<file path="config.mk">
export PLATFORM = sky130hd
export DESIGN_NAME = replacement_ctrl
export DESIGN_NICKNAME = d
export VERILOG_FILES = /design/src/rtl/replacement_ctrl.sv
export SDC_FILE = /design/constraint.sdc
export NUM_CORES = 1
export LEC_CHECK = 0
export ABC_CLOCK_PERIOD_IN_PS = 2250
export BUFFER_PORTS_ARGS = -buffer_cell sky130_fd_sc_hd__buf_2
export CORE_AREA = 10 10 90 92
export DETAILED_ROUTE_END_ITERATION = 6
export DIE_AREA = 0 0 100 102
export GPL_ROUTABILITY_DRIVEN = 0
export PLACE_DENSITY = 0.77
export SYNTH_ARGS = -nofsm -noshare
export SYNTH_HDL_FRONTEND = slang
export SYNTH_SLANG_ARGS = --single-unit
</file>
<file path="constraint.sdc">
create_clock -name clk -period 2.25 [get_ports clk]
set_clock_uncertainty 0.2 [all_clocks]
set_input_delay 0.1125 -clock clk [delete_from_list [all_inputs] [get_ports clk]]
set_output_delay 0.1125 -clock clk [all_outputs]
set_load 0.05 [all_outputs]
</file>
<file path="src/rtl/replacement_ctrl.sv">
// Sequencing controller for the cache replacement policy: forwards hit updates,
// holds the victim way across a refill, owns policy invalidation and hit/miss statistics.
module replacement_ctrl #(
  parameter int N_WAYS        = 8,
  parameter int LINE_OFFSET_W = 7,
  parameter int NWAY_W        = $clog2(N_WAYS),
  parameter int CNT_W         = 16
) (
  input  logic                     clk,
  input  logic                     reset,
  input  logic                     req_valid,
  output logic                     req_ready,
  input  logic [LINE_OFFSET_W-1:0] req_index,
  input  logic [N_WAYS-1:0]        req_hit,
  output logic                     victim_valid,
  output logic [N_WAYS-1:0]        victim_way,
  output logic [NWAY_W-1:0]        victim_bin,
  input  logic                     fill_done,
  input  logic                     invalidate,
  output logic                     rep_write_en,
  output logic [N_WAYS-1:0]        rep_way_hit,
  output logic [LINE_OFFSET_W-1:0] rep_line_addr,
  output logic                     rep_reset,
  input  logic [N_WAYS-1:0]        rep_way_select,
  input  logic [NWAY_W-1:0]        rep_way_select_bin,
  input  logic                     cnt_clear,
  output logic [CNT_W-1:0]         hit_cnt,
  output logic [CNT_W-1:0]         miss_cnt
);

  typedef enum logic [1:0] {IDLE, HIT_UPD, MISS_WAIT, FILL_UPD} state_t;

  state_t                   state;
  logic [LINE_OFFSET_W-1:0] idx_q;
  logic                     accept;
  logic                     is_hit;

  function automatic logic [CNT_W-1:0] sat_inc(input logic [CNT_W-1:0] c);
    return (&c) ? c : c + CNT_W'(1);
  endfunction

  assign req_ready     = (state == IDLE) & ~invalidate & ~reset;
  assign accept        = req_valid & req_ready;
  assign is_hit        = |req_hit;
  assign rep_reset     = reset | invalidate;
  // The policy lookup is combinational, so the victim is already valid in the accept cycle.
  assign rep_line_addr = (state == IDLE) ? req_index : idx_q;

  always_ff @(posedge clk) begin
    if (accept) idx_q <= req_index;
  end

  always_ff @(posedge clk) begin
    if (reset) begin
      state        <= IDLE;
      rep_write_en <= 1'b0;
      rep_way_hit  <= '0;
      victim_valid <= 1'b0;
      victim_way   <= '0;
      victim_bin   <= '0;
    end else begin
      rep_write_en <= 1'b0;
      rep_way_hit  <= '0;
      if (invalidate) begin
        state        <= IDLE;
        victim_valid <= 1'b0;
      end else begin
        case (state)
          IDLE: begin
            if (accept) begin
              if (is_hit) begin
                state        <= HIT_UPD;
                rep_write_en <= 1'b1;
                rep_way_hit  <= req_hit;
              end else begin
                state        <= MISS_WAIT;
                victim_way   <= rep_way_select;
                victim_bin   <= rep_way_select_bin;
                victim_valid <= 1'b1;
              end
            end
          end
          HIT_UPD:  state <= IDLE;
          MISS_WAIT: begin
            if (fill_done) begin
              state        <= FILL_UPD;
              victim_valid <= 1'b0;
              rep_write_en <= 1'b1;
              rep_way_hit  <= victim_way;
            end
          end
          FILL_UPD: state <= IDLE;
          default:  state <= IDLE;
        endcase
      end
    end
  end

  // Statistics survive invalidate; clear beats a same-cycle increment.
  always_ff @(posedge clk) begin
    if (reset || cnt_clear) begin
      hit_cnt  <= '0;
      miss_cnt <= '0;
    end else if (accept) begin
      if (is_hit) hit_cnt  <= sat_inc(hit_cnt);
      else        miss_cnt <= sat_inc(miss_cnt);
    end
  end

endmodule

</file>
Word level (Yosys, flattened, before mapping)
Cells that the tools add are included.

word-level totals
  register bits after elaboration = 62
  bits in latches = 0
  memory bits (writable) = 0
  ROM bits = 0
  memories = 0

operators by class
  $add $sub $neg = 2
  multipliers = 0
  divide/modulo/power cells = 0
  magnitude comparators = 0
  equal/unequal tests = 6
  shift-type cells = 0
  mux-type cells = 17
  bitwise gates (word level) = 9
  reductions and logical operators = 13

operators by type and width
  operator                                                               count
  16-bit by 1-bit adder with 16-bit output, second input constant        2
  16-bit AND reduction                                                   2
  8-bit two-way mux                                                      3
  8-bit one-hot mux with 2 select lines                                  1
  4-bit AND reduction                                                    2
  8-bit OR reduction                                                     1
  7-bit two-way mux                                                      1
  1-bit two-way mux                                                      6
  2-bit two-way mux                                                      3
  2-bit inequality test, second input constant                           3
  2-bit one-hot mux with 3 select lines                                  1
  3-bit AND reduction                                                    2
  1-bit inverter                                                         5
  2-bit equality test, second input constant                             2
  1-bit one-hot mux with 2 select lines                                  2
  2-bit OR reduction                                                     2
  1-bit AND                                                              3
  2-bit by 1-bit equality test with 1-bit output, second input constant  1
  2-bit zero test                                                        1
  2-bit AND reduction                                                    1
  2-bit nonzero test                                                     1
  1-bit logical OR                                                       1
  1-bit OR                                                               1

Logic depth before layout (Yosys ltp)
Gate-level depths: netlist (run 1).

  depth after elaboration = 6
  gate-level depth with buffers = 7
  mapped depth without buffers = 6

Worst setup path after synthesis (run 1)
Ideal clock, no wire load.

  path type = reg2reg
  start point = register state[0]
  end point = register miss_cnt[12]
  arrival time = 2.130 ns
  required time = 1.922 ns
  setup slack = -0.208 ns
  cell stages (with the launch flop) = 7
  period minus slack after synthesis = 2.458 ns
  cell sequence = dfxtp_1 -> nor4_4 -> nand4_1 -> buf_2 -> nor3_2 -> mux2i_1 -> nor2_1

on the way
  word-level cells in the longest chain between the ends = 5

ends and longest elaborated chain
  element                               RTL line  RTL
  from (decl)                           33        state_t state;
  from (signal assigned)                55        state <= IDLE;
  from (signal assigned)                65        state <= IDLE;
  from (signal assigned)                72        state <= HIT_UPD;
  2-bit zero test                       42        assign req_ready = (state == IDLE) & ~invalidate & ~reset;
  1-bit AND (2 in a row)                42
  net req_ready                         12        output logic req_ready,
  1-bit AND                             43        assign accept = req_valid & req_ready;
  3-bit AND reduction (no source line)  n/a
  to (signal assigned)                  106       else miss_cnt <= sat_inc(miss_cnt);
  to (decl)                             28        output logic [CNT_W-1:0] miss_cnt

The timed path passes the listed nets, and every way through them passes these cells.
A chain may end at the register's enable or synchronous reset.

Worst setup path after layout (run 1)
  start point = input port req_hit[0]
  end point = register hit_cnt[8]

on the way
  word-level cells in the longest chain between the ends = 2

ends and longest elaborated chain
  element                               RTL line  RTL
  from (decl)                           14        input logic [N_WAYS-1:0] req_hit,
  8-bit OR reduction                    44        assign is_hit = |req_hit;
  3-bit AND reduction (no source line)  n/a
  to (signal assigned)                  105       if (is_hit) hit_cnt <= sat_inc(hit_cnt);
  to (decl)                             27        output logic [CNT_W-1:0] hit_cnt,

No other way between the ends.

==> summary.txt, run 1 <==
Outcome
  • Outcome: finished, final reports clean

CTS
  • Clock Tree Root: clkbuf_8
  • Worst-Skew Late Latency: 0.34 ns
  • H-tree depth: 3
  • Cts bufs inserted: 9
  • Clock transition at the registers of the reported paths: 0.08 ns
  • TritonCTS Sinks: 62
  • Clk buf depth: 2
  • CTS tree: done

Critical path
  • Worst EP required: 2.28 ns
  • Crit start category: input port
  • Most used cell, CP: buf_4
  • CP delay by family, top: buffers and inverters
  • CP endpoint kind: register
  • Worst path cell trace: dlygate4sd3_1, buf_2, or4_4, o211ai_1, buf_4, buf_4, nor4_4, xnor2_1, nor2_1
  • Buf/Inv on CP: 4
  • Slowest CP cell: dlygate4sd3_1
  • Worst path arrival time: 2.21 ns
  • Kind of critical path: input port to register
  • Crit Path Max Fanout: 7
  • Slowest stage delay, CP: 0.54 ns

Routing
  • Via-to-Cell Ratio: 5.35
  • DRT Pass-1 Iters: 4
  • Top sig layer: met4
  • Antenna Nets Post-Route: 0
  • Routed WL per cell: 16.4 um
  • DR iter-0 viols: 80
  • Routed wire length: 8.47 mm
  • DRT met1 WL: 3.33 mm
  • Vias: 2771
  • Met2 WL post-DR: 4.38 mm
  • Metal3 WL: 552 um
  • # DRC: 0

Global route
  • Global-route wire length before repair: 13.0 mm
  • Initial antenna violation count: 2
  • Total grt overflow: 0
  • GRT Overall Usage: 15.7%
  • Vias in the first global route: 2638
  • Pin count of the biggest net entering global routing: 24

Timing
  • Setup TNS: 0 ns
  • Final hold violation count: 0
  • Max Slew Vio Count: 0
  • Worst setup slack after layout: 0.0668 ns
  • RSZ-0062 raised after global routing: yes
  • Slew @ Worst Pin: 0.579 ns
  • Slew Limit Headroom: 61.3%
  • Final min period: 2.18 ns
  • # setup viols final: 0
  • Final period util: 97.0%
  • Peak Freq: 458 MHz

Final layout
  • Syn-to-layout area delta: 44.2%
  • # fillers: 527
  • Final core utilization: 63.5%
  • Final net count: 468
  • Share of layout cells above drive strength 1: 38.3%

Yosys
  • Seq cells post-synth: 62
  • Post-synth ARST share: 0%
  • Avg Cell Area, Syn: 9.31 um2
  • Yosys top cell by area: dfxtp_1
  • Cell variety after synth: 37
  • Post-Syn Instances: 297
  • Seq/Total Area, Yosys: 47.4%
  • Number of synthesized flops with an enable pin: 7
  • Top cells by count, synth: dfxtp_1 (55), nor2_1 (45), nand2_1 (37), xnor2_1 (19), a21oi_1 (17)
  • Synth area leaders: dfxtp_1 (40%), edfxtp_1 (7.6%), nor2_1 (6.1%)
  • Most numerous cell in the Yosys netlist: dfxtp_1
  • Yosys Warn Count: 0
  • Syn Std Cell Area: 2760 um2
  • Proportion of netlist area held by the largest area contributor: 39.8%
  • Syn nets: 331
  • Ys flop type: dfxtp_1

Floorplanning
  • Ports: 94
  • Die Wd: 100 um
  • Total core area: 6280 um2
  • DIE AREA: 10200 um2
  • Core Rows: 29
  • Starting density of the core: 44.0%
  • Die Y: 102 um

Job
  • Max_cap viols: 0

Hold path
  • Hold crit path type: input port to register

Power
  • Lkg Pwr: 0.00164 uW
  • VDD IR-drop max: 0.000466 V
  • Power per cell area: 583 nW/um2

Placement
  • Final HPWL DP: 5.90 mm
  • Input/output buffers: 93
  • Pre-CTS WS: 0.220 ns
## per-stage QoR
| step | power, uW | std cells | cell area (um2) | hold WS (ns) |
|---|---|---|---|---|
| after floorplan | 1230 | 297 | 2840 | -0.0184 |
| after global placement | 1290 | 468 | 3450 | 0.102 |
| after detailed placement | 1300 | 468 | 3450 | 0.109 |
| after CTS | 2340 | 514 | 3950 | 0.00494 |
| after global routing | 2410 | 518 | 3990 | 0.0292 |
| final | 2320 | 518 | 3990 | 0.0117 |
## layout by cell type (no fill, tap or decap), types with 8 or more instances in the layout
| cell type | count |
|---|---|
| dlygate4sd3_1 | 30 |
| xnor2_1 | 19 |
| nor2_1 | 45 |
| dfxtp_1 | 43 |
| a21oi_1 | 17 |
| a22oi_1 | 8 |
| nand2_1 | 37 |
| nand3_1 | 13 |
| buf_4 | 15 |
| nand4_1 | 10 |
| clkbuf_8 | 9 |
| buf_2 | 93 |
| dfxtp_2 | 12 |
## layout make-up
type | count | area (um2) | share of cell area, %
tap | 77 | 96.3 | 2.42
antenna | 2 | 5.00 | 0.126
clock inverter | 7 | 80.1 | 2.01
sequential | 62 | 1330 | 33.3
clock buffer | 9 | 124 | 3.11
multi-input combinational | 220 | 1450 | 36.3
timing repair buffer | 139 | 898 | 22.5
inverter | 2 | 7.51 | 0.188
## metal layers
layer,GRT usage (%),vias to the layer above
li1,-,1335
met1,17.0,1342
met2,27.1,79
met3,4.99,15
met4,8.15,0
met5,0,-
## tightest hold or removal path, cell delays in order
cell and delay (ns):
buf_2 0.12, buf_4 0.22, a21oi_1 0.05
## power by group
part	switching (uW)	internal (uW)	total (uW)
clock network	485	522	1010
registers	2.43	1120	1130
logic	107	84.3	191
## sequential cells by signal, indices dropped and copies added, names as in the netlist
signal and count:
miss_cnt 16, victim_bin 3, victim_valid 1, hit_cnt 16, rep_way_hit 8, victim_way 8, state 2, idx_q 7
rep_write_en 1
## repair_timing
action | CTS | global route
endpoints found under the setup margin | 0 | 5
gates resized for setup | 0 | 3
hold endpoints to repair | 32 | 0
hold buffers | 30 | 0
setup buffers | 0 | 2
## path summary, 6_finish.rpt
| path | start | to | slack [ns] | cells after the start |
|---|---|---|---|---|
| setup / recovery | req_hit[0] | hit_cnt[8]$_SDFFE_PP0P_ | 0.07 | 9 |
| hold / removal | reset | victim_way[0]$_SDFFE_PP0P_ | 0.01 | 3 |
| setup reg to reg | hit_cnt[0]$_SDFFE_PP0P_ | hit_cnt[5]$_SDFFE_PP0P_ | 0.19 | 6 |
| hold reg to reg | victim_bin[1]$_SDFFE_PP0P_ | victim_bin[1]$_SDFFE_PP0P_ | 0.26 | 2 |
## kinds of logic after synthesis
| kind of cell | synth area share (%) |
|---|---|
| buffers and inverters | 2.31 |
| xor gates and xnor gates | 7.61 |
| DFF | 47.4 |
| muxes | 3.58 |
| adders and majority gates | 0.905 |
| and+or+nand+nor | 31.1 |
| AOI/OAI and AO/OA | 7.06 |
Power figures use the tool's default switching activity.
==> run 2, diff against run 1 <==
==> constraint.sdc (replaced) <==
create_clock -name clk -period 2.25 [get_ports clk]
set_clock_uncertainty 0.2 [all_clocks]
set_input_delay 0.45 -clock clk [delete_from_list [all_inputs] [get_ports clk]]
set_output_delay 0.45 -clock clk [all_outputs]
set_load 0.05 [all_outputs]
==> run 2 against run 1 <==
Total power is 1.4% higher; global-route usage is 0.66 points lower; non-clock buffer count is 24 lower; critical endpoint is now rep_line_addr[3]; worst setup slack better by 0.031 ns; combinational power is 24% lower; flip-flop and latch count stayed put; via count is 8.1% lower.
==> summary.txt, run 2 (synthesis gave the netlist of run 1 again) <==
Final layout
  • Final net count: 444 (-5.1%)
  • Finished Cell Area: 3720 um2 (-6.6%)
  • Share of layout cells above drive strength 1: 41.2% (+2.9 points)
  • Biggest regs: hit_cnt (16), miss_cnt (16)
  • Most frequent cells in the layout: buf_2 (92), nor2_1 (44), dfxtp_1 (44)
  • # diodes: 0 (-2)
  • Syn-to-layout area delta: 34.8%
  • Post-Layout Cell Count: 492 (-5.0%)
  • Final core utilization: 59.3% (-4.2 points)
  • Commonest non-fill, non-tap cell in the layout: buf_2

Critical path
  • Slowest CP cell: dfxtp_2
  • Kind of critical path: register to primary output
  • CP endpoint kind: primary output
  • Reg2reg start: hit_cnt[0]$_SDFFE_PP0P_
  • Worst path cell trace: nor2_1, buf_4, mux2_2, buf_2
  • Critical Path End: rep_line_addr[3]
  • CP delay by family, top: buffers and inverters
  • Worst r2r dst: hit_cnt[5]$_SDFFE_PP0P_
  • Crit start category: register
  • Flop2flop setup slack: 0.18 ns (about the same)
  • Slowest stage delay, CP: 0.35 ns (-0.19 ns)
  • Crit Path Max Fanout: 7 (unchanged)
  • FF-to-FF path depth: 6 (unchanged)
  • WP depth: 4 (-5)
  • Worst path arrival time: 1.50 ns (-0.71 ns)
  • Buf/Inv on CP: 2 (-2)
  • Worst EP required: 1.60 ns (-0.68 ns)
  • Crit. Startpoint: state[0]$_SDFFE_PP0P_

Timing
  • Max Slew Vio Count: 0 (unchanged)
  • RSZ-0062 raised after global routing: no
  • Slew @ Worst Pin: 0.484 ns (-0.0948 ns)
  • Final period util: 95.7% (-1.4 points)
  • # setup viols final: 0 (unchanged)
  • Final hold violation count: 0 (unchanged)
  • Peak Freq: 465 MHz (+1.4%)
  • Final min period: 2.15 ns (-0.0306 ns)
  • Slew Limit Headroom: 67.6% (+6.3 points)

Routing
  • Antenna Nets Post-Route: 0 (unchanged)
  • Via-to-Cell Ratio: 5.17 (-3.3%)
  • DRT Pass-1 Iters: 4 (unchanged)
  • DR iter-0 viols: 118 (+48%)
  • Routed wire length: 7.69 mm (-9.3%)
  • Routed WL per cell: 15.6 um (-4.5%)
  • # DRC: 0 (unchanged)
  • Vias: 2546 (-8.1%)

Global route
  • GRT Overall Usage: 15.0% (-0.66 points)
  • Total grt overflow: 0 (unchanged)
  • Initial antenna violation count: 1 (-1)
  • Pin count of the biggest net entering global routing: 16 (-33%)
  • Global-route wire length before repair: 12.6 mm (-3.2%)
  • Vias in the first global route: 2623 (-0.57%)

CTS
  • H-tree depth: 3 (unchanged)
  • CTS tree: done
  • Cts bufs inserted: 9 (unchanged)
  • TritonCTS Sinks: 62 (unchanged)
  • Clock transition at the registers of the reported paths: 0.07 ns (about the same)
  • Clk buf depth: 2 (unchanged)
  • Clock Tree Root: clkbuf_8
  • Worst-Skew Late Latency: 0.34 ns (about the same)

Floorplanning
  • Die Wd: 100 um (unchanged)
  • Die Y: 102 um (unchanged)
  • DIE AREA: 10200 um2 (unchanged)
  • Core Rows: 29 (unchanged)
  • Ports: 94 (unchanged)
  • Starting density of the core: 44.0% (unchanged)
  • Total core area: 6280 um2 (unchanged)

Power
  • Lkg Pwr: 0.00154 uW (-6.0%)
  • Power per cell area: 633 nW/um2 (+8.6%)
  • VDD IR-drop max: 0.000425 V (-8.7%)

Placement
  • Input/output buffers: 93 (unchanged)
  • Placed Cells incl. Taps: 473 (+1.1%)
  • Final HPWL DP: 6.01 mm (+1.7%)
  • Dpl cell area: 3480 um2 (+0.83%)

Outcome
  • Outcome: finished, final reports clean

Job
  • Max_cap viols: 0 (unchanged)

Hold path
  • Hold crit path type: input port to register
## run 2: cell types whose count changed in the layout (fill, tap and decap cells not counted), sizes merged
cell | previous run | this run
dlygate4sd3 | 30 | 0
buf | 109 | 114
diode | 2 | 0
bufinv | 1 | 2
clkbuf | 9 | 10
inv | 4 | 3
## run 2: stage by stage
| step | worst slack [ns] | total power (uW) | TNS [ns] | hold WS (ns) |
|---|---|---|---|---|
| 6_report | 0.0974 | 2360 | 0 | 0.104 |
| 5_1_grt | 0.00670 | 2450 | 0 | 0.0856 |
| 4_1_cts | 0.0410 | 2380 | 0 | 0.0847 |
| 3_5_place_dp | 0.0593 | 1300 | 0 | 0.261 |
| 3_3_place_gp | 0.0646 | 1290 | 0 | 0.241 |
| 2_1_floorplan | -0.173 | 1230 | -3.69 | 0.317 |
## run 2: timing repair
action	in CTS	in global routing
endpoints found under the hold margin	0	0
hold buffers	0	0
gates resized for setup	0	3
endpoints found under the setup margin	0	8
buffers inserted	0	3
## run 2: per-layer routing
| metal | track usage, % | vias up | wire (um) |
|---|---|---|---|
| met1 | 17.2 | 1187 | 3180 |
| li1 | - | 1283 | - |
| met2 | 24.8 | 67 | 3880 |
| met3 | 5.67 | 7 | 568 |
| met4 | 6.30 | 2 | 41 |
| met5 | 0 | - | 13 |
## run 2: layout make-up
cell class | instances | area (um2)
multi-input cells | 220 | 1440
clock inverters | 7 | 96.3
repair buffers | 115 | 633
flip-flops and latches | 62 | 1330
well taps | 77 | 96.3
fillers | 556 | 2550
inverters | 2 | 7.51
clock buffers | 9 | 124
## run 2: worst min path at each step
stage | start | end | slack [ns] | cells past startpoint
global placement | victim_bin[0]$_SDFFE_PP0P_ | victim_bin[0]$_SDFFE_PP0P_ | 0.24 | 2
global route | req_index[3] | idx_q[3]$_DFFE_PN_ | 0.09 | 1
detailed placement | victim_bin[1]$_SDFFE_PP0P_ | victim_bin[1]$_SDFFE_PP0P_ | 0.26 | 2
CTS | req_index[2] | idx_q[2]$_DFFE_PN_ | 0.08 | 1
floorplan | state[1]$_SDFFE_PP0P_ | state[1]$_SDFFE_PP0P_ | 0.32 | 2
finish | req_index[2] | idx_q[2]$_DFFE_PN_ | 0.10 | 1
## run 2: worst register-to-register path: stages, from the launching register on
cell and delay [ns]:
dfxtp_2 0.36, ha_1 0.19, nand4_1 0.19, or4_1 0.59, nand4_1 0.17, xor2_1 0.18, nor2_1 0.07
## run 2: report_power, final
group / internal, uW / total [uW] / switching, uW
combinational: 49.1 / 145 / 96.2
clock: 625 / 1090 / 461
sequential: 1120 / 1130 / 2.36
==> run 3, diff against run 2 <==
--- a/config.mk
+++ b/config.mk
@@ -12,6 +12,7 @@
 export DIE_AREA = 0 0 100 102
 export GPL_ROUTABILITY_DRIVEN = 0
 export PLACE_DENSITY = 0.77
+export SETUP_SLACK_MARGIN = 0.1
 export SYNTH_ARGS = -nofsm -noshare
 export SYNTH_HDL_FRONTEND = slang
 export SYNTH_SLANG_ARGS = --single-unit
==> run 3 against run 2 <==
Routed wire length up 3.5%; die area unchanged; register-to-register slack better by 0.06 ns; largest cell class unchanged; critical path type unchanged; largest power group is now clock.
==> summary.txt, run 3 (synthesis gave the netlist of run 1 again) <==
CTS
  • TritonCTS Sinks: 62 (unchanged)
  • Clock Tree Root: clkbuf_8
  • H-tree depth: 3 (unchanged)
  • Worst-Skew Late Latency: 0.34 ns (about the same)
  • Cts bufs inserted: 9 (unchanged)
  • CTS tree: done
  • Post-CTS Hold Fix Bufs: 0 (unchanged)
  • Clk buf depth: 2 (unchanged)
  • Clock transition at the registers of the reported paths: 0.08 ns (about the same)

Routing
  • DR iter-0 viols: 135 (+14%)
  • Via-to-Cell Ratio: 5.25 (+1.5%)
  • Antenna Nets Post-Route: 0 (unchanged)
  • Vias: 2578 (+1.3%)
  • DRT Pass-1 Iters: 4 (unchanged)
  • # DRC: 0 (unchanged)
  • Routed wire length: 7.95 mm (+3.5%)
  • Routed WL per cell: 16.2 um (+3.7%)

Global route
  • GRT Overall Usage: 15.0% (-0.048 points)
  • Vias in the first global route: 2641 (+0.69%)
  • GRT busiest layer: met2
  • Total grt overflow: 0 (unchanged)
  • Global-route wire length before repair: 12.4 mm (-1.0%)
  • Initial antenna violation count: 2 (+1)
  • Grt met3 use: 5.06% (-0.61 points)
  • GR Util met2: 25.4% (+0.65 points)
  • Pin count of the biggest net entering global routing: 16 (unchanged)
  • M1 GR Usage: 16.7% (-0.54 points)

Final layout
  • Commonest non-fill, non-tap cell in the layout: buf_2
  • Biggest regs: hit_cnt (16), miss_cnt (16)
  • Syn-to-layout area delta: 39.6%
  • Share of layout cells above drive strength 1: 43.1% (+1.9 points)
  • Final core utilization: 61.5% (+2.1 points)
  • Finished Cell Area: 3860 um2 (+3.6%)
  • Most frequent cells in the layout: buf_2 (85), nor2_1 (43), dfxtp_1 (41)
  • Post-Layout Cell Count: 491 (-0.20%)
  • Final net count: 442 (-0.45%)
  • # fillers: 545 (-2.0%)

Critical path
  • Slowest CP cell: dfxtp_4
  • Worst path arrival time: 1.46 ns (-0.04 ns)
  • Crit start category: register
  • Most used cell, CP: buf_4
  • Slowest stage delay, CP: 0.38 ns (+0.03 ns)
  • Worst path cell trace: nor4_4, buf_4, buf_4
  • Worst EP required: 1.60 ns (about the same)
  • Crit Path Max Fanout: 5 (-2)
  • CP endpoint kind: primary output
  • Buf/Inv on CP: 2 (unchanged)
  • CP delay by family, top: buffers and inverters
  • Kind of critical path: register to primary output

Outcome
  • Outcome: finished, final reports clean

Timing
  • Slew @ Worst Pin: 0.529 ns (+0.0457 ns)
  • Slew Limit Headroom: 64.4% (-3.2 points)
  • # setup viols final: 0 (unchanged)
  • Final min period: 2.11 ns (-0.0436 ns)
  • Final period util: 93.7% (-1.9 points)
  • Max Slew Vio Count: 0 (unchanged)
  • Peak Freq: 474 MHz (+2.1%)
  • RSZ-0062 raised after global routing: yes
  • Final hold violation count: 0 (unchanged)

Floorplanning
  • Core Rows: 29 (unchanged)
  • Ports: 94 (unchanged)
  • Starting density of the core: 44.0% (unchanged)
  • Total core area: 6280 um2 (unchanged)
  • Die Y: 102 um (unchanged)
  • DIE AREA: 10200 um2 (unchanged)
  • Die Wd: 100 um (unchanged)

Job
  • Max_cap viols: 0 (unchanged)

Placement
  • Final HPWL DP: 6.01 mm (about the same)
  • Dpl cell area: 3480 um2 (+0.18%)
  • Input/output buffers: 93 (unchanged)
  • Placed Cells incl. Taps: 472 (-0.21%)

Power
  • Internal power: 1830 uW (+1.9%)
  • Power per cell area: 628 nW/um2 (-0.69%)
  • Net Switching: 594 uW (+6.0%)
  • Clk network pwr share: 46.6% (+0.5 points)
  • Sequential power share: 46.4% (-1.3 points)
  • Combinational Power Share: 7.0% (+0.8 points)
  • VDD IR-drop max: 0.000508 V (+19%)
  • Sw frac: 24.5% (+0.73 points)
  • Lkg Pwr: 0.00161 uW (+4.3%)

Hold path
  • Hold crit path type: input port to register
==> run 3: cell types whose count changed in the layout (fill, tap and decap cells not counted), moves of 2 or more <==
| cell | previous run | this run |
|---|---|---|
| buf_4 | 22 | 20 |
| clkinvlp_4 | 2 | 0 |
| dfxtp_2 | 11 | 13 |
| dfxtp_1 | 44 | 41 |
| mux2_2 | 7 | 0 |
| buf_6 | 0 | 2 |
| buf_2 | 92 | 85 |
| nor2_4 | 0 | 2 |
| mux2_4 | 0 | 7 |
| buf_8 | 0 | 6 |
| inv_6 | 1 | 4 |
==> run 3: worst paths after layout <==
kind,startpoint,endpoint,slack (ns),depth (start not counted)
max reg2reg,hit_cnt[3]$_SDFFE_PP0P_,hit_cnt[15]$_SDFFE_PP0P_,0.24,6
min reg2reg,victim_bin[2]$_SDFFE_PP0P_,victim_bin[2]$_SDFFE_PP0P_,0.25,2
min,req_index[0],idx_q[0]$_DFFE_PN_,0.09,1
max,state[0]$_SDFFE_PP0P_,req_ready,0.14,3
==> run 3: routing by layer <==
metal	up-vias	wire [um]
met4	2	92
met2	68	3980
met3	11	474
li1	1278	-
met5	-	17
met1	1219	3390
==> run 3: final cells by class <==
class                      count  area [um2]  area share (%)
sequential                    62        1330            34.5
clock inverter                 7         104            2.69
tap                           77        96.3            2.50
antenna                        1        2.50          0.0649
timing repair buffer         113         688            17.8
multi-input combinational    220        1500            39.0
inverter                       2        7.51           0.195
clock buffer                   9         124            3.21
==> run 3: repair_timing <==
item,in CTS,in global routing
hold endpoints to repair,0,0
setup endpoints to repair,8,16
buffers inserted,0,2
resized for setup,17,21
==> run 3: worst register-to-register path: stages (launching register included) <==
cell and delay (ns):
dfxtp_2 0.40, nand4_1 0.19, buf_4 0.21, nor3_1 0.30, nand3_1 0.16, or4_1 0.43, nand2_1 0.08
==> run 3: power groups by stage <==
stage	Combinational, uW	Clock [uW]	Sequential (uW)
detailed placement	145	0	1150
finish	169	1130	1120
global placement	143	0	1150
global route	180	1210	1130
CTS	157	1150	1130
floorplan	76.7	0	1160
==> run 3: metrics by stage <==
stage | TNS, ns | power, uW | hold WS (ns) | setup slack (ns)
finish | 0 | 2420 | 0.0918 | 0.141
global route | 0 | 2510 | 0.0784 | 0.0918
CTS | 0 | 2440 | 0.0755 | 0.0877
detailed placement | 0 | 1300 | 0.247 | 0.00415
global placement | 0 | 1290 | 0.238 | 0.0461
floorplan | -3.75 | 1240 | 0.317 | -0.173
